File: config.mk
export PLATFORM = sky130hd
export DESIGN_NAME = imem_loader_flat
export DESIGN_NICKNAME = d
export VERILOG_FILES = /design/src/rtl/imem_loader_pkg.sv /design/src/rtl/imem_loader_if.sv /design/src/rtl/imem_loader_word_packer.sv /design/src/rtl/imem_loader.sv /design/src/flat_wrapper.sv
export SDC_FILE = /design/constraint.sdc
export NUM_CORES = 1
export LEC_CHECK = 0
export CORE_UTILIZATION = 40
export DETAILED_ROUTE_END_ITERATION = 8
export SETUP_SLACK_MARGIN = 0.15
export SLEW_MARGIN = 10
export SYNTH_ARGS = -nofsm -noshare
export SYNTH_HDL_FRONTEND = slang
export SYNTH_SLANG_ARGS = --single-unit
File: constraint.sdc
create_clock -name clk -period 3 [get_ports clk]
set_clock_uncertainty 0.1 [all_clocks]
set_input_delay 0.45 -clock clk [delete_from_list [all_inputs] [get_ports clk]]
set_output_delay 0.45 -clock clk [all_outputs]
set_load 0.01 [all_outputs]
File: src/rtl/imem_loader_pkg.sv
// Shared types and constants for the instruction-memory loader.
//   state_e       loader FSM states
//   DefaultMagic  default frame start byte
//   is_busy()     true for the states in which a load is in progress
package imem_loader_pkg;

  typedef enum logic [2:0] {
    StIdle  = 3'd0,
    StMagic = 3'd1,
    StCntLo = 3'd2,
    StCntHi = 3'd3,
    StData  = 3'd4,
    StCheck = 3'd5,
    StDone  = 3'd6,
    StError = 3'd7
  } state_e;

  localparam logic [7:0] DefaultMagic = 8'hA5;

  function automatic logic is_busy(state_e s);
    return s inside {StMagic, StCntLo, StCntHi, StData, StCheck};
  endfunction

endpackage

File: src/rtl/imem_loader_if.sv
// Byte-stream input and imem write port of the loader.
//   in_data/in_valid/in_ready   byte stream, transfer = in_valid & in_ready
//   mem_we/mem_addr/mem_wdata   word-wide imem write port
// master: loader side; slave: stream source and memory side.
interface imem_loader_if;
  logic [7:0]  in_data;
  logic        in_valid;
  logic        in_ready;
  logic        mem_we;
  logic [31:0] mem_addr;
  logic [31:0] mem_wdata;

  modport master (
    input  in_data, in_valid,
    output in_ready, mem_we, mem_addr, mem_wdata
  );

  modport slave (
    output in_data, in_valid,
    input  in_ready, mem_we, mem_addr, mem_wdata
  );
endinterface

File: src/rtl/imem_loader_word_packer.sv
// Packs a little-endian byte stream into 32-bit words.
//   clk, rst_n     clock, async active-low reset
//   clr_i          restart packing at byte 0
//   byte_valid_i   byte_i is consumed this cycle
//   byte_i         stream byte
//   word_valid_o   1-cycle pulse the cycle after the 4th byte
//   word_o         {b3,b2,b1,b0}, b0 first received; held until the next word
module imem_loader_word_packer (
  input  logic        clk,
  input  logic        rst_n,
  input  logic        clr_i,
  input  logic        byte_valid_i,
  input  logic [7:0]  byte_i,
  output logic        word_valid_o,
  output logic [31:0] word_o
);

  logic [1:0]  idx_q, idx_d;
  logic [23:0] sh_q, sh_d;
  logic [31:0] word_q, word_d;
  logic        word_valid_q, word_valid_d;

  always_comb begin
    idx_d        = idx_q;
    sh_d         = sh_q;
    word_d       = word_q;
    word_valid_d = 1'b0;
    if (clr_i) begin
      idx_d = 2'd0;
      sh_d  = 24'd0;
    end else if (byte_valid_i) begin
      idx_d = idx_q + 2'd1;
      if (idx_q == 2'd3) begin
        word_d       = {byte_i, sh_q};
        word_valid_d = 1'b1;
      end else begin
        // Shift in from the top so the first byte ends up in word[7:0].
        sh_d = {byte_i, sh_q[23:8]};
      end
    end
  end

  always_ff @(posedge clk or negedge rst_n) begin
    if (!rst_n) begin
      idx_q        <= 2'd0;
      sh_q         <= 24'd0;
      word_q       <= 32'd0;
      word_valid_q <= 1'b0;
    end else begin
      idx_q        <= idx_d;
      sh_q         <= sh_d;
      word_q       <= word_d;
      word_valid_q <= word_valid_d;
    end
  end

  assign word_valid_o = word_valid_q;
  assign word_o       = word_q;

endmodule

File: src/rtl/imem_loader.sv
// Loads a program image from a byte stream into imem.
// Frame: MAGIC, CNT_LO, CNT_HI, CNT little-endian words, CHK (XOR of all bytes after MAGIC).
//   clk, rst_n     clock, async active-low reset
//   start_i        1-cycle pulse, arms a load from idle/done/error
//   bus_io         byte stream in, imem write port out
//   busy_o         load in progress
//   done_o         last load finished with good checksum (sticky)
//   error_o        last load failed (sticky)
//   core_rst_n_o   core reset, low while busy or in error
module imem_loader
  import imem_loader_pkg::*;
#(
  parameter logic [31:0] BaseAddr   = 32'h0000_0000,
  parameter int unsigned DepthWords = 4096,
  parameter logic [7:0]  Magic      = DefaultMagic
) (
  input  logic          clk,
  input  logic          rst_n,
  input  logic          start_i,
  imem_loader_if.master bus_io,
  output logic          busy_o,
  output logic          done_o,
  output logic          error_o,
  output logic          core_rst_n_o
);

  // Largest word count that still fits between BaseAddr and the end of imem.
  localparam int unsigned MaxWords = DepthWords - 32'(BaseAddr >> 2);

  state_e      state_q, state_d;
  logic [15:0] cnt_q, cnt_d;
  logic [15:0] wcnt_q, wcnt_d;
  logic [15:0] word_idx_q, word_idx_d;
  logic [7:0]  chk_q, chk_d;
  logic [1:0]  byte_idx_q, byte_idx_d;
  logic        in_ready_q, busy_q, done_q, error_q, core_rst_n_q;
  logic        xfer, pk_clr, pk_valid, pk_word_valid;
  logic [15:0] cnt_new;
  logic [31:0] pk_word;

  assign xfer    = bus_io.in_valid & in_ready_q;
  assign cnt_new = {bus_io.in_data, cnt_q[7:0]};

  always_comb begin
    state_d    = state_q;
    cnt_d      = cnt_q;
    wcnt_d     = wcnt_q;
    word_idx_d = word_idx_q;
    chk_d      = chk_q;
    byte_idx_d = byte_idx_q;
    pk_clr     = 1'b0;
    pk_valid   = 1'b0;

    // Address advances as each word is written, one cycle behind acceptance.
    if (pk_word_valid) word_idx_d = word_idx_q + 16'd1;

    unique case (state_q)
      StIdle, StDone, StError: begin
        if (start_i) begin
          state_d    = StMagic;
          chk_d      = 8'd0;
          byte_idx_d = 2'd0;
          wcnt_d     = 16'd0;
          word_idx_d = 16'd0;
          pk_clr     = 1'b1;
        end
      end
      StMagic: begin
        if (xfer && bus_io.in_data == Magic) state_d = StCntLo;
      end
      StCntLo: begin
        if (xfer) begin
          cnt_d[7:0] = bus_io.in_data;
          chk_d      = chk_q ^ bus_io.in_data;
          state_d    = StCntHi;
        end
      end
      StCntHi: begin
        if (xfer) begin
          cnt_d = cnt_new;
          chk_d = chk_q ^ bus_io.in_data;
          if ({16'd0, cnt_new} > MaxWords) state_d = StError;
          else if (cnt_new == 16'd0)       state_d = StCheck;
          else                             state_d = StData;
        end
      end
      StData: begin
        if (xfer) begin
          chk_d      = chk_q ^ bus_io.in_data;
          pk_valid   = 1'b1;
          byte_idx_d = byte_idx_q + 2'd1;
          if (byte_idx_q == 2'd3) begin
            wcnt_d = wcnt_q + 16'd1;
            // Leave on the last byte so the checksum byte is never packed.
            if (wcnt_q == cnt_q - 16'd1) state_d = StCheck;
          end
        end
      end
      StCheck: begin
        if (xfer) state_d = (bus_io.in_data == chk_q) ? StDone : StError;
      end
      default: state_d = StIdle;
    endcase
  end

  always_ff @(posedge clk or negedge rst_n) begin
    if (!rst_n) begin
      state_q      <= StIdle;
      cnt_q        <= 16'd0;
      wcnt_q       <= 16'd0;
      word_idx_q   <= 16'd0;
      chk_q        <= 8'd0;
      byte_idx_q   <= 2'd0;
      in_ready_q   <= 1'b0;
      busy_q       <= 1'b0;
      done_q       <= 1'b0;
      error_q      <= 1'b0;
      core_rst_n_q <= 1'b1;
    end else begin
      state_q      <= state_d;
      cnt_q        <= cnt_d;
      wcnt_q       <= wcnt_d;
      word_idx_q   <= word_idx_d;
      chk_q        <= chk_d;
      byte_idx_q   <= byte_idx_d;
      // Status outputs are registered from the next state so they track state_q exactly.
      in_ready_q   <= is_busy(state_d);
      busy_q       <= is_busy(state_d);
      done_q       <= (state_d == StDone);
      error_q      <= (state_d == StError);
      core_rst_n_q <= !(is_busy(state_d) || state_d == StError);
    end
  end

  imem_loader_word_packer u_packer (
    .clk          (clk),
    .rst_n        (rst_n),
    .clr_i        (pk_clr),
    .byte_valid_i (pk_valid),
    .byte_i       (bus_io.in_data),
    .word_valid_o (pk_word_valid),
    .word_o       (pk_word)
  );

  assign bus_io.in_ready  = in_ready_q;
  assign bus_io.mem_we    = pk_word_valid;
  assign bus_io.mem_wdata = pk_word;
  assign bus_io.mem_addr  = BaseAddr + {14'd0, word_idx_q, 2'b00};

  assign busy_o       = busy_q;
  assign done_o       = done_q;
  assign error_o      = error_q;
  assign core_rst_n_o = core_rst_n_q;

endmodule

File: src/flat_wrapper.sv
// flat-port wrapper written by rule: the top's interface ports become plain ports
module imem_loader_flat import imem_loader_pkg::*;
#(
  parameter logic [31:0] BaseAddr   = 32'h0000_0000,
  parameter int unsigned DepthWords = 4096,
  parameter logic [7:0]  Magic      = DefaultMagic
)
  (clk, rst_n, start_i, busy_o, done_o, error_o, core_rst_n_o, bus_io_in_data, bus_io_in_valid, bus_io_in_ready, bus_io_mem_we, bus_io_mem_addr, bus_io_mem_wdata);
  imem_loader_if bus_io_i ();
  input  logic clk;
  input  logic rst_n;
  input  logic start_i;
  output logic busy_o;
  output logic done_o;
  output logic error_o;
  output logic core_rst_n_o;
  input wire logic [$bits(bus_io_i.in_data)-1:0] bus_io_in_data;
  input wire logic [$bits(bus_io_i.in_valid)-1:0] bus_io_in_valid;
  output wire logic [$bits(bus_io_i.in_ready)-1:0] bus_io_in_ready;
  output wire logic [$bits(bus_io_i.mem_we)-1:0] bus_io_mem_we;
  output wire logic [$bits(bus_io_i.mem_addr)-1:0] bus_io_mem_addr;
  output wire logic [$bits(bus_io_i.mem_wdata)-1:0] bus_io_mem_wdata;
  assign bus_io_i.in_data = bus_io_in_data;
  assign bus_io_i.in_valid = bus_io_in_valid;
  assign bus_io_in_ready = bus_io_i.in_ready;
  assign bus_io_mem_we = bus_io_i.mem_we;
  assign bus_io_mem_addr = bus_io_i.mem_addr;
  assign bus_io_mem_wdata = bus_io_i.mem_wdata;
  imem_loader #(.BaseAddr(BaseAddr), .DepthWords(DepthWords), .Magic(Magic)) u_core (.clk(clk), .rst_n(rst_n), .start_i(start_i), .bus_io(bus_io_i), .busy_o(busy_o), .done_o(done_o), .error_o(error_o), .core_rst_n_o(core_rst_n_o));
endmodule
# [Yosys cells after proc, flatten, opt, wreduce, memory -nomap -nowiden]
# Cells that the tools add are included.
[op_classes] addsub=5 order_cmp=1 eq_ne=24 mux=39 n_bitwise=4 n_reduce_logical=18
[ops] operator="$mux 16" n=6
[ops] operator="$mux 24" n=3
[ops] operator="$add 16x1->16 const B" n=2
[ops] operator="$pmux 16 s2" n=1
[ops] operator="$pmux 8 s2" n=2
[ops] operator="$eq 3x3->1 const B" n=8
[ops] operator="$mux 3" n=8
[ops] operator="$mux 8" n=3
[ops] operator="$pmux 3 s6" n=1
[ops] operator="$eq 16x16->1" n=1
[ops] operator="$gt 16x13->1 const B" n=1
[ops] operator="$logic_not 16->1" n=1
[ops] operator="$sub 16x1->16 const B" n=1
[ops] operator="$eq 3x2->1 const B" n=4
[ops] operator="$reduce_and 3->1" n=4
[ops] operator="$mux 2" n=5
[ops] operator="$mux 1" n=9
[ops] operator="$eq 8x8->1" n=1
[ops] operator="$eq 8x8->1 const B" n=1
[ops] operator="$ne 2x1->1 const B" n=4
[ops] operator="$xor 8x8->8" n=1
[ops] operator="$eq 3x1->1 const B" n=2
[ops] operator="$reduce_bool 2->1" n=3
[ops] operator="$reduce_or 3->1" n=2
[ops] operator="other kinds (13)" n=17
[totals] regBits=124 wordCells=106

# [Longest topological paths before layout]
# Gate-level depths: netlist of run 1.
[depth] depth_word=10 mapped_depth=8 depth_no_buf=7

# [Hierarchy]
# A second synthesis of run 1 with hierarchy kept.
[hier_totals] cells_unflattened=595 hier_area_um2=6269.8
[modules_own_cells] module="imem_loader" instances=1 cells_each=411 area_per_inst_um2=3833.7
[modules_own_cells] module="imem_loader_word_packer" instances=1 cells_each=184 area_per_inst_um2=2436.1

# [Least setup slack after synthesis of run 1]
# Ideal clock, no wire load.
[synth_path] path_kind="input-to-reg" startpoint="input bus_io_in_data[0]" endpoint="register u_core.done_q (netlist: u_core.done_o)" setup_ps=119 arrival_time_ps=1947 path_slack_ps=834 path_stages=6 path_buffers=1 path_cell_list="clkbuf_1 > or4_1 > nor4_2 > nor4_2 > o32a_4 > and2_1"
[synth_between] elab_chain_len=6
[synth_rtl] item="start, declared" line_no="flat_wrapper.sv:17" source="input wire logic [$bits(bus_io_i.in_data)-1:0] bus_io_in_data;"
[synth_rtl] item="branches (longest 4 deep; another with $gt 16x13->1)"
[synth_rtl] item="$pmux 3 s6 (*)" line_no="imem_loader.sv:57" source="unique case (state_q)"
[synth_rtl] item="$eq 3x3->1 (*)" line_no="imem_loader.sv:129" source="done_q <= (state_d == StDone);"
[synth_rtl] item="end signal, assigned" line_no="imem_loader.sv:129"
[synth_rtl] item="end, declared" line_no="imem_loader.sv:36" source="logic in_ready_q, busy_q, done_q, error_q, core_rst_n_q;"
# Every way passes the cells marked *.
# A chain may end at the register's enable or synchronous reset.

# [Worst setup path in the final report of run 1]
[layout_path] startpoint="register u_core.state_q[1]" endpoint="register u_core.state_q[0]"
[layout_between] elab_chain_len=3
[layout_rtl] item="start, declared" line_no="imem_loader.sv:30" source="state_e state_q, state_d;"
[layout_rtl] item="start signal, assigned" line_no="imem_loader.sv:108" source="state_q <= StIdle;"
[layout_rtl] item="start signal, assigned" line_no="imem_loader.sv:120" source="state_q <= state_d;"
[layout_rtl] item="$eq 3x3->1 / $logic_not 3->1 (equally long branches)" line_no="imem_loader.sv:57"
[layout_rtl] item="$reduce_or 3->1" line_no="imem_loader.sv:57"
[layout_rtl] item="$pmux 3 s6 (*)" line_no="imem_loader.sv:57"
[layout_rtl] item="net u_core.state_d[0]" line_no="imem_loader.sv:30"
# Mark *: on every way through the listed nets, which the timed path passes. The rest lies on a longest branch.

==> flow_summary.toml, run 1 <==
[detailed_routing]
remaining_drc_errors = 0
drt_first_pass_iters = 4
drt_iter0_drc = 344
avgViaCountPerCell = 5.32
wl_um = 14100
vias = 4647
drtAntennaViolNets = 0
wl_per_cell_um = 16.1

[worst_setup_path]
startpoint_type = "flip-flop"
required_ps = 3220
endpoint_kind = "flip-flop"
cp_max_fo = 16
worst-setup-path-type = "reg2reg"
crit_arrival_ps = 2660

[floorplanning]
io_pins = 82
die_y_um = 127
dieArea_mm2 = 0.0161
core_area_mm2 = 0.0152
die_x_um = 127
rows = 45
start_util_pct = 41.0

[grt]
overflow = 0
grt_pass1_wl_um = 23600
grt_util_all_layers_pct = 18.8
grt_pass1_vias = 4551
grt_max_degree = 53
antenna_found_initial = 0

[clock_network]
clk_pin_slew_ps = 60
clock_path_buffers = 2
cts_sinks = 124
cts-root-buf = "clkbuf_16"
cts_buffers = 17
worstSkewPairLatency_ps = 410
cts_resized = 0
cts_tree = "yes"
htree_levels = 4

[sta]
maxSlewHeadroom_pct = 57.4
post-route-period-util_pct = 81.3
rsz0062_at_grt = "false"
timing.fmax_mhz = 410
maxSlewViolCount = 0
finalCriticalPeriod_ps = 2440
hold_slack_ps = 376
finalHoldViolCount = 0
tightest_slew_ps = 636
setup_viol = 0
setup_tns_ps = 0

[synthesis]
yosysUniqueCellTypes = 60
syn-instance-count = 609
synth-edff-count = 0
synthArstFlopShare_pct = 100
ys_seq_area_share_pct = 49.8
ys_ff_latch = 124
synth_largest_area_cell = "dfrtp_1"
netlist.area_leader.share_pct = 49.4
ys.flop_type = "dfrtp_1"
synth_warnings = 0
synth_area_mm2 = 0.00623
synth.avg_cell_area_um2 = 10.2
synth.area.top_cells = "dfrtp_1 (49%), mux2_2 (8.1%), nand2_1 (4.5%)"

[min_path]
hold_path_class = "reg2reg"

[finish]
diodes = 0
fin_cells = 873
nNetsFinal = 689
final_layout_size_suffix_gt1_share_pct = 15.9
area_growth_pct = 23.2

[power]
power.density_mw_per_mm2 = 854
power_uw = 6550
power.leakage_uw = 0.00335
ir_drop_mv = 0.417

[placed_design]
globalplace.congestion = 0.838
place_inst = 840
hpwl_um = 9860
port_buffers = 65

[status]
status = "completed"

[run]
cap_violations = 0
[synthesized netlist by cell type (2+ instances only)]
master / number
buf_6: 2
nand4_1: 17
buf_2: 7
o21ai_1: 2
nor2_1: 46
and4_1: 4
mux2_2: 45
dfrtp_1: 123
buf_1: 6
ha_1: 5
nand3_1: 15
nand3_2: 2
clkbuf_1: 20
nor3b_1: 3
nand2_1: 75
o31a_1: 2
nand2b_1: 12
and2_1: 3
o21ai_0: 54
nor4_1: 2
a31oi_1: 2
nor2b_1: 2
nor4_2: 2
o22ai_1: 2
nor4bb_1: 2
nor3_1: 4
nor4_4: 2
nor3_2: 2
xor2_1: 28
o211ai_1: 6
inv_1: 9
o21a_1: 3
and4b_1: 2
xnor2_1: 22
a21oi_1: 16
buf_4: 18
o2111ai_1: 5
or4_1: 3
and3_1: 4
or3_1: 10
[metal layers]
| metal | wire length (um) | track usage, % | vias up |
|---|---|---|---|
| li1 | - | - | 2223 |
| met1 | 6780 | 26.5 | 2271 |
| met2 | 6440 | 28.5 | 132 |
| met3 | 626 | 3.96 | 21 |
| met4 | 223 | 6.79 | 0 |
| met5 | 0 | 0 | - |
[power breakdown]
| part | leakage, uW | internal (uW) | switching (uW) |
|---|---|---|---|
| Clock | 0.000319 | 1520 | 730 |
| Sequential | 0.00154 | 2190 | 404 |
| Combinational | 0.00150 | 984 | 725 |
[sequential cells by signal (all words and copies together) (netlist names)]
| signal | cells |
|---|---|
| u_core.u_packer.idx_q | 2 |
| u_core.byte_idx_q | 2 |
| u_core.error_o | 1 |
| u_core.state_q | 3 |
| u_core.cnt_q | 16 |
| u_core.word_idx_q | 16 |
| u_core.done_o | 1 |
| u_core.chk_q | 8 |
| u_core.core_rst_n_o | 1 |
| u_core.wcnt_q | 16 |
| u_core.bus_io.in_ready | 1 |
| u_core.u_packer.sh_q | 24 |
| u_core.u_packer.word_o | 32 |
| u_core.u_packer.word_valid_o | 1 |
[layout make-up]
cell class,instances,area (um^2)
Multi-Input combinational cell,438,2860
Tap cell,188,235
Timing Repair Buffer,82,791
Clock inverter,10,186
Inverter,9,33.8
Fill cell,1356,7530
Clock buffer,22,464
Sequential cell,124,3100
[stage by stage]
step	cell area (um^2)	util, %	setup WS [ps]
after floorplan	6280	-	834
after global placement	7010	46.1	353
after detailed placement	7010	46.1	323
after CTS	7670	50.5	562
after global routing	7670	50.5	392
final	7670	50.5	561
[layout by cell type (no fill, tap or decap), types with 15 or more instances in the layout]
master | Yosys | routed
dfrtp_1 | 123 | 123
nand4_1 | 17 | 17
clkbuf_16 | 0 | 17
mux2_2 | 45 | 45
nand3_1 | 15 | 15
conb_1 | 1 | 16
buf_4 | 18 | 16
a21oi_1 | 16 | 16
xnor2_1 | 22 | 22
clkdlybuf4s50_1 | 0 | 64
nand2_1 | 75 | 75
o21ai_0 | 54 | 54
xor2_1 | 28 | 28
nor2_1 | 46 | 46
[critical path, stage by stage (launching register included)]
cell and delay, ps:
dfrtp_1 540, nor3b_2 400, nand3_2 230, or4_1 600, a2111o_1 310, o31ai_2 170
[cell families after synthesis]
kind of cell / count (synthesis) / synth area share (%)
fa+ha+maj: 6 / 1.17
compound gates: 102 / 10.0
flops: 124 / 49.8
mux: 46 / 8.30
simple gates: 218 / 18.4
xor+xnor: 50 / 7.03
other cells: 1 / 0.0602
buf+inv: 62 / 5.20
[worst paths after layout]
check / start / endpoint / slack [ps] / depth (start not counted)
worst max register to register: u_core.state_q[1]$_DFF_PN0_ / u_core.state_q[0]$_DFF_PN0_ / 560 / 5
worst min-delay path: u_core.u_packer.sh_q[7]$_DFFE_PN0P_ / u_core.u_packer.sh_q[7]$_DFFE_PN0P_ / 380 / 2
worst max-delay path: u_core.state_q[1]$_DFF_PN0_ / u_core.state_q[0]$_DFF_PN0_ / 560 / 5
max in group asynchronous: rst_n / u_core.core_rst_n_o$_DFF_PN1_ / 1700 / 3
min in group asynchronous: rst_n / u_core.word_idx_q[4]$_DFF_PN0_ / 410 / 2
worst min register to register: u_core.u_packer.sh_q[7]$_DFFE_PN0P_ / u_core.u_packer.sh_q[7]$_DFFE_PN0P_ / 380 / 2
[what timing repair did]
action,CTS,global route
buffers inserted,0,0
endpoints found under the hold margin,26,0
hold buffers,1,0
(Power assumes the default switching activity.)
==> run 2, diff against run 1 <==
==> constraint.sdc (replaced) <==
create_clock -name clk -period 2.1 [get_ports clk]
set_clock_uncertainty 0.1 [all_clocks]
set_input_delay 0.315 -clock clk [delete_from_list [all_inputs] [get_ports clk]]
set_output_delay 0.315 -clock clk [all_outputs]
set_load 0.01 [all_outputs]
==> run 2 against run 1 <==
Sequential share of layout area decreased by 2.0 points. Register-to-register slack got worse by 560 ps. Flip-flop and latch count unchanged. Wire length increased by 0.28%. Via count increased by 2.6%. Utilization increased by 2.8 points. Global-route usage increased by 0.17 points. Design area increased by 5.5%. First-iteration DRC count decreased by 14%. Largest power group unchanged.
==> flow_summary.toml, run 2 (synthesis results as in run 1) <==
[status]
status = "completed"

[power]
power.density_mw_per_mm2 = 1120
power.leakage_uw = 0.00358
ir_drop_mv = 0.597

[clock_network]
cts_buffers = 17
cts_tree = "yes"
htree_levels = 4
clock_path_buffers = 2
clk_pin_slew_ps = 50
worstSkewPairLatency_ps = 410
cts_sinks = 124
cts-root-buf = "clkbuf_16"

[finish]
largest_register_ffs = 32
nNetsFinal = 734
final_common_cell = "dfrtp_1"
diodes = 0
final_cell_area_mm2 = 0.00810
fillers = 1333
final_cell_mix = "dfrtp_1 (118), nand2_1 (75), clkdlybuf4s50_1 (63)"
final_layout_size_suffix_gt1_share_pct = 24.0
utilization_pct = 53.3
area_growth_pct = 30.0

[worst_setup_path]
worst-setup-path-type = "reg2reg"
crit_arrival_ps = 2320
endpoint_kind = "flip-flop"
startpoint_type = "flip-flop"
required_ps = 2320
cp_max_fo = 2

[floorplanning]
core_area_mm2 = 0.0152
die_x_um = 127
dieArea_mm2 = 0.0161
die_y_um = 127
start_util_pct = 41.0
rows = 45
io_pins = 82

[sta]
setup_viol = 0
finalCriticalPeriod_ps = 2100
maxSlewViolCount = 0
worst_slack_ps = 1.44
maxSlewHeadroom_pct = 60.4
timing.fmax_mhz = 477
post-route-period-util_pct = 99.9
tightest_slew_ps = 591
finalHoldViolCount = 0
hold_slack_ps = 251
rsz0062_at_grt = "true"

[placed_design]
port_buffers = 65
hpwl_um = 10000
globalplace.congestion = 0.784
place_area_mm2 = 0.00740
pre_cts_ws_ps = -335

[run]
cap_violations = 0

[grt]
grt_pass1_wl_um = 23800
antenna_found_initial = 0
grt_max_degree = 61
grt_util_all_layers_pct = 19.0
overflow = 0
grt_pass1_vias = 4667

[detailed_routing]
wl_um = 14100
drtAntennaViolNets = 0
wl_per_cell_um = 15.4
drt_iter0_drc = 297
avgViaCountPerCell = 5.19
remaining_drc_errors = 0
drt_first_pass_iters = 5
vias = 4767

[min_path]
hold_path_class = "in2async"
-- run 2: cell types whose count changed in the layout (fill, tap and decap cells not counted), sizes merged --
cell           change
inv                -1
clkdlybuf4s50      -1
bufinv             -3
dlymetal6s2s       +1
clkinvlp           +4
buf               +45
-- run 2: path summary, 6_finish.rpt --
| path | cells after the start | start | end | slack (ps) |
|---|---|---|---|---|
| hold / removal | 2 | rst_n | u_core.word_idx_q[3]$_DFF_PN0_ | 250 |
| max in group asynchronous | 3 | rst_n | u_core.chk_q[1]$_DFFE_PN0P_ | 1020 |
| setup reg to reg | 7 | u_core.cnt_q[1]$_DFFE_PN0P_ | u_core.state_q[0]$_DFF_PN0_ | 1 |
| min in group clk | 2 | u_core.u_packer.sh_q[1]$_DFFE_PN0P_ | u_core.u_packer.sh_q[1]$_DFFE_PN0P_ | 380 |
| hold reg to reg | 2 | u_core.u_packer.sh_q[1]$_DFFE_PN0P_ | u_core.u_packer.sh_q[1]$_DFFE_PN0P_ | 380 |
| setup / recovery | 7 | u_core.cnt_q[1]$_DFFE_PN0P_ | u_core.state_q[0]$_DFF_PN0_ | 1 |
-- run 2: what timing repair did --
action	in CTS	in global routing
endpoints found under the hold margin	21	0
hold buffers	1	0
endpoints found under the setup margin	10	20
gates cloned	0	0
pin swaps	2	1
buffers inserted	1	4
resized for setup	4	23
-- run 2: report_power, final --
part           internal (uW)  leakage [uW]  switching [uW]  total, uW
registers               3130       0.00153             569       3700
logic                   1490       0.00178            1070       2560
clock network           1770      0.000266            1040       2810
-- run 2: metrics by stage --
step                      cells  total power [uW]  setup TNS (ps)
after floorplan             624              4950               0
after global placement      880              6190           -2120
after detailed placement    880              6310           -3020
after CTS                   914              9160           -6.23
after global routing        918              9630            -329
final                       918              9070               0
-- run 2: final cells by class --
type	count	area, um^2	area share, %
clock buffer	22	454	5.61
sequential	124	3110	38.4
multi-input combinational	438	2960	36.5
timing repair buffer	127	1190	14.7
inverter	9	33.8	0.417
tap	188	235	2.91
clock inverter	10	118	1.45
-- run 2: worst max-delay path, stage by stage (launching register included) --
cell	delay, ps
dfrtp_1	360
inv_2	60
ha_4	270
xor2_2	130
nand3_1	90
or4_4	500
a2111o_1	320
o31ai_2	170
-- run 2: per-layer routing --
layer | track usage, % | up-vias | part of all wire (%)
li1 | - | 2309 | -
met1 | 25.9 | 2330 | 48
met2 | 29.4 | 115 | 47
met3 | 4.43 | 13 | 4.0
met4 | 7.14 | 0 | 1.3
met5 | 0 | - | 0
==> run 3, diff against run 2 <==
--- a/config.mk
+++ b/config.mk
@@ -5,8 +5,10 @@
 export SDC_FILE = /design/constraint.sdc
 export NUM_CORES = 1
 export LEC_CHECK = 0
-export CORE_UTILIZATION = 40
+export CORE_MARGIN = 2
+export CORE_UTILIZATION = 48
 export DETAILED_ROUTE_END_ITERATION = 8
+export PLACE_DENSITY = 0.74
 export SETUP_SLACK_MARGIN = 0.15
 export SLEW_MARGIN = 10
 export SYNTH_ARGS = -nofsm -noshare
==> run 3 against run 2 <==
The run now ends with setup timing left. Largest power group unchanged. Critical path depth shrank 2. Final cell count shrank 0.87%. Flip-flop and latch count is the same. Clock power is essentially flat. Worst hold slack gained 81 ps. Design area grew 0.39%.
==> flow_summary.toml, run 3 (synthesis results as in run 1) <==
[status]
status = "complete, but fails checks"
violations = "setup timing"

[clock_network]
cts_buffers = 17
cts-root-buf = "clkbuf_16"
cts_tree = "yes"
clk_pin_slew_ps = 50
htree_levels = 4
worstSkewPairLatency_ps = 410
clock_path_buffers = 2
cts_sinks = 124

[power]
p_switching_uw = 2680
p_seq_share_pct = 41.1
swShare_pct = 29.6
clkPwrFrac_pct = 30.8
combPwrFrac_pct = 28.1
power.density_mw_per_mm2 = 1110
power.leakage_uw = 0.00359
ir_drop_mv = 0.591
internal-power_uw = 6360
power_uw = 9040

[finish]
nNetsFinal = 743
area_growth_pct = 30.5
final_cell_mix = "dfrtp_1 (117), nand2_1 (75), buf_4 (65)"
final_cell_area_mm2 = 0.00813
largest_register_ffs = 32
final_common_cell = "dfrtp_1"
final_layout_size_suffix_gt1_share_pct = 24.9
fin_cells = 910
utilization_pct = 64.4
diodes = 0

[placed_design]
hpwl_um = 10200
globalplace.congestion = 0.882
port_buffers = 65
place_inst = 867
place_area_mm2 = 0.00740

[sta]
finalHoldViolCount = 0
timing.fmax_mhz = 474
post-route-period-util_pct = 100
finalCriticalPeriod_ps = 2110
tightest_slew_ps = 554
maxSlewViolCount = 0
worst_slack_ps = -8.31
hold_slack_ps = 332
setup_viol = 1
rsz0062_at_grt = "true"
maxSlewHeadroom_pct = 63.1

[min_path]
hold_path_class = "in2async"

[detailed_routing]
wl_per_cell_um = 15.7
wl_um = 14300
drt_first_pass_iters = 4
remaining_drc_errors = 0
drtAntennaViolNets = 0
avgViaCountPerCell = 5.35
vias = 4865
drt_iter0_drc = 353

[grt]
overflow = 0
antenna_found_initial = 0
grt_pass1_vias = 4763
grt_util_all_layers_pct = 21.7
grt_pass1_wl_um = 24100
grt_max_degree = 49

[worst_setup_path]
startpoint_type = "flip-flop"
reg2reg_to = "u_core.done_o$_DFF_PN0_"
required_ps = 2300
cp_max_fo = 5
worst-setup-path-type = "reg2reg"
r2r_setup_slack_ps = -8
r2r_cells = 5
crit_arrival_ps = 2310
timing.rr.start = "u_core.cnt_q[4]$_DFFE_PN0P_"
endpoint_kind = "flip-flop"

[floorplanning]
start_util_pct = 49.4
dieArea_mm2 = 0.0139
die_x_um = 118
io_pins = 82
rows = 41
core_area_mm2 = 0.0126
die_y_um = 118

[run]
cap_violations = 0
run 3: area by class of cell:
| type | count | area [um^2] |
|---|---|---|
| Multi-Input combinational cell | 438 | 2950 |
| Clock buffer | 20 | 447 |
| Sequential cell | 124 | 3110 |
| Tap cell | 172 | 215 |
| Timing Repair Buffer | 136 | 1250 |
| Clock inverter | 11 | 120 |
| Inverter | 9 | 33.8 |
| Fill cell | 1051 | 4490 |
run 3: metal layers:
metal | track usage, % | vias up | part of all wire, %
met2 | 32.9 | 135 | 47
met1 | 30.3 | 2372 | 47
met3 | 4.70 | 23 | 4.6
met4 | 9.04 | 0 | 1.5
met5 | 0 | - | 0
li1 | - | 2335 | -
run 3: critical path: stages (launching register included):
cell	delay, ps
dfrtp_2	450
or4_4	590
nor4_4	240
nor4_2	80
o32a_4	390
and2_1	150
run 3: repair_timing:
action                                  4_1_cts  5_1_grt
hold endpoints to repair                     33        0
buffers inserted                              4        7
hold buffers                                  1        0
endpoints found under the setup margin       10       12
pin swaps                                     3        5
resized for setup                             6       16
run 3: worst max path at each step:
stage / startpoint / endpoint / slack [ps] / cells after the start
5_1_grt: u_core.cnt_q[0]$_DFFE_PN0P_ / u_core.state_q[0]$_DFF_PN0_ / -120 / 7
6_report: u_core.cnt_q[4]$_DFFE_PN0P_ / u_core.done_o$_DFF_PN0_ / -8 / 5
3_5_place_dp: bus_io_in_data[3] / u_core.done_o$_DFF_PN0_ / -300 / 6
3_3_place_gp: bus_io_in_data[3] / u_core.done_o$_DFF_PN0_ / -280 / 6
4_1_cts: u_core.cnt_q[0]$_DFFE_PN0P_ / u_core.state_q[0]$_DFF_PN0_ / 7 / 7
2_1_floorplan: u_core.cnt_q[0]$_DFFE_PN0P_ / u_core.state_q[0]$_DFF_PN0_ / 80 / 7
run 3: through the flow:
step	setup WS, ps	setup TNS [ps]
after floorplan	75.2	0
after global placement	-278	-2090
after detailed placement	-297	-2380
after CTS	6.79	0
after global routing	-116	-308
final	-8.31	-8.31
run 3: power groups by stage:
stage / Clock, uW / Combinational (uW) / Sequential, uW
final: 2790 / 2540 / 3720
after global routing: 2980 / 2790 / 3830
after CTS: 2840 / 2560 / 3720
after detailed placement: 0 / 2540 / 3760
after global placement: 0 / 2470 / 3690
after floorplan: 0 / 1150 / 3800
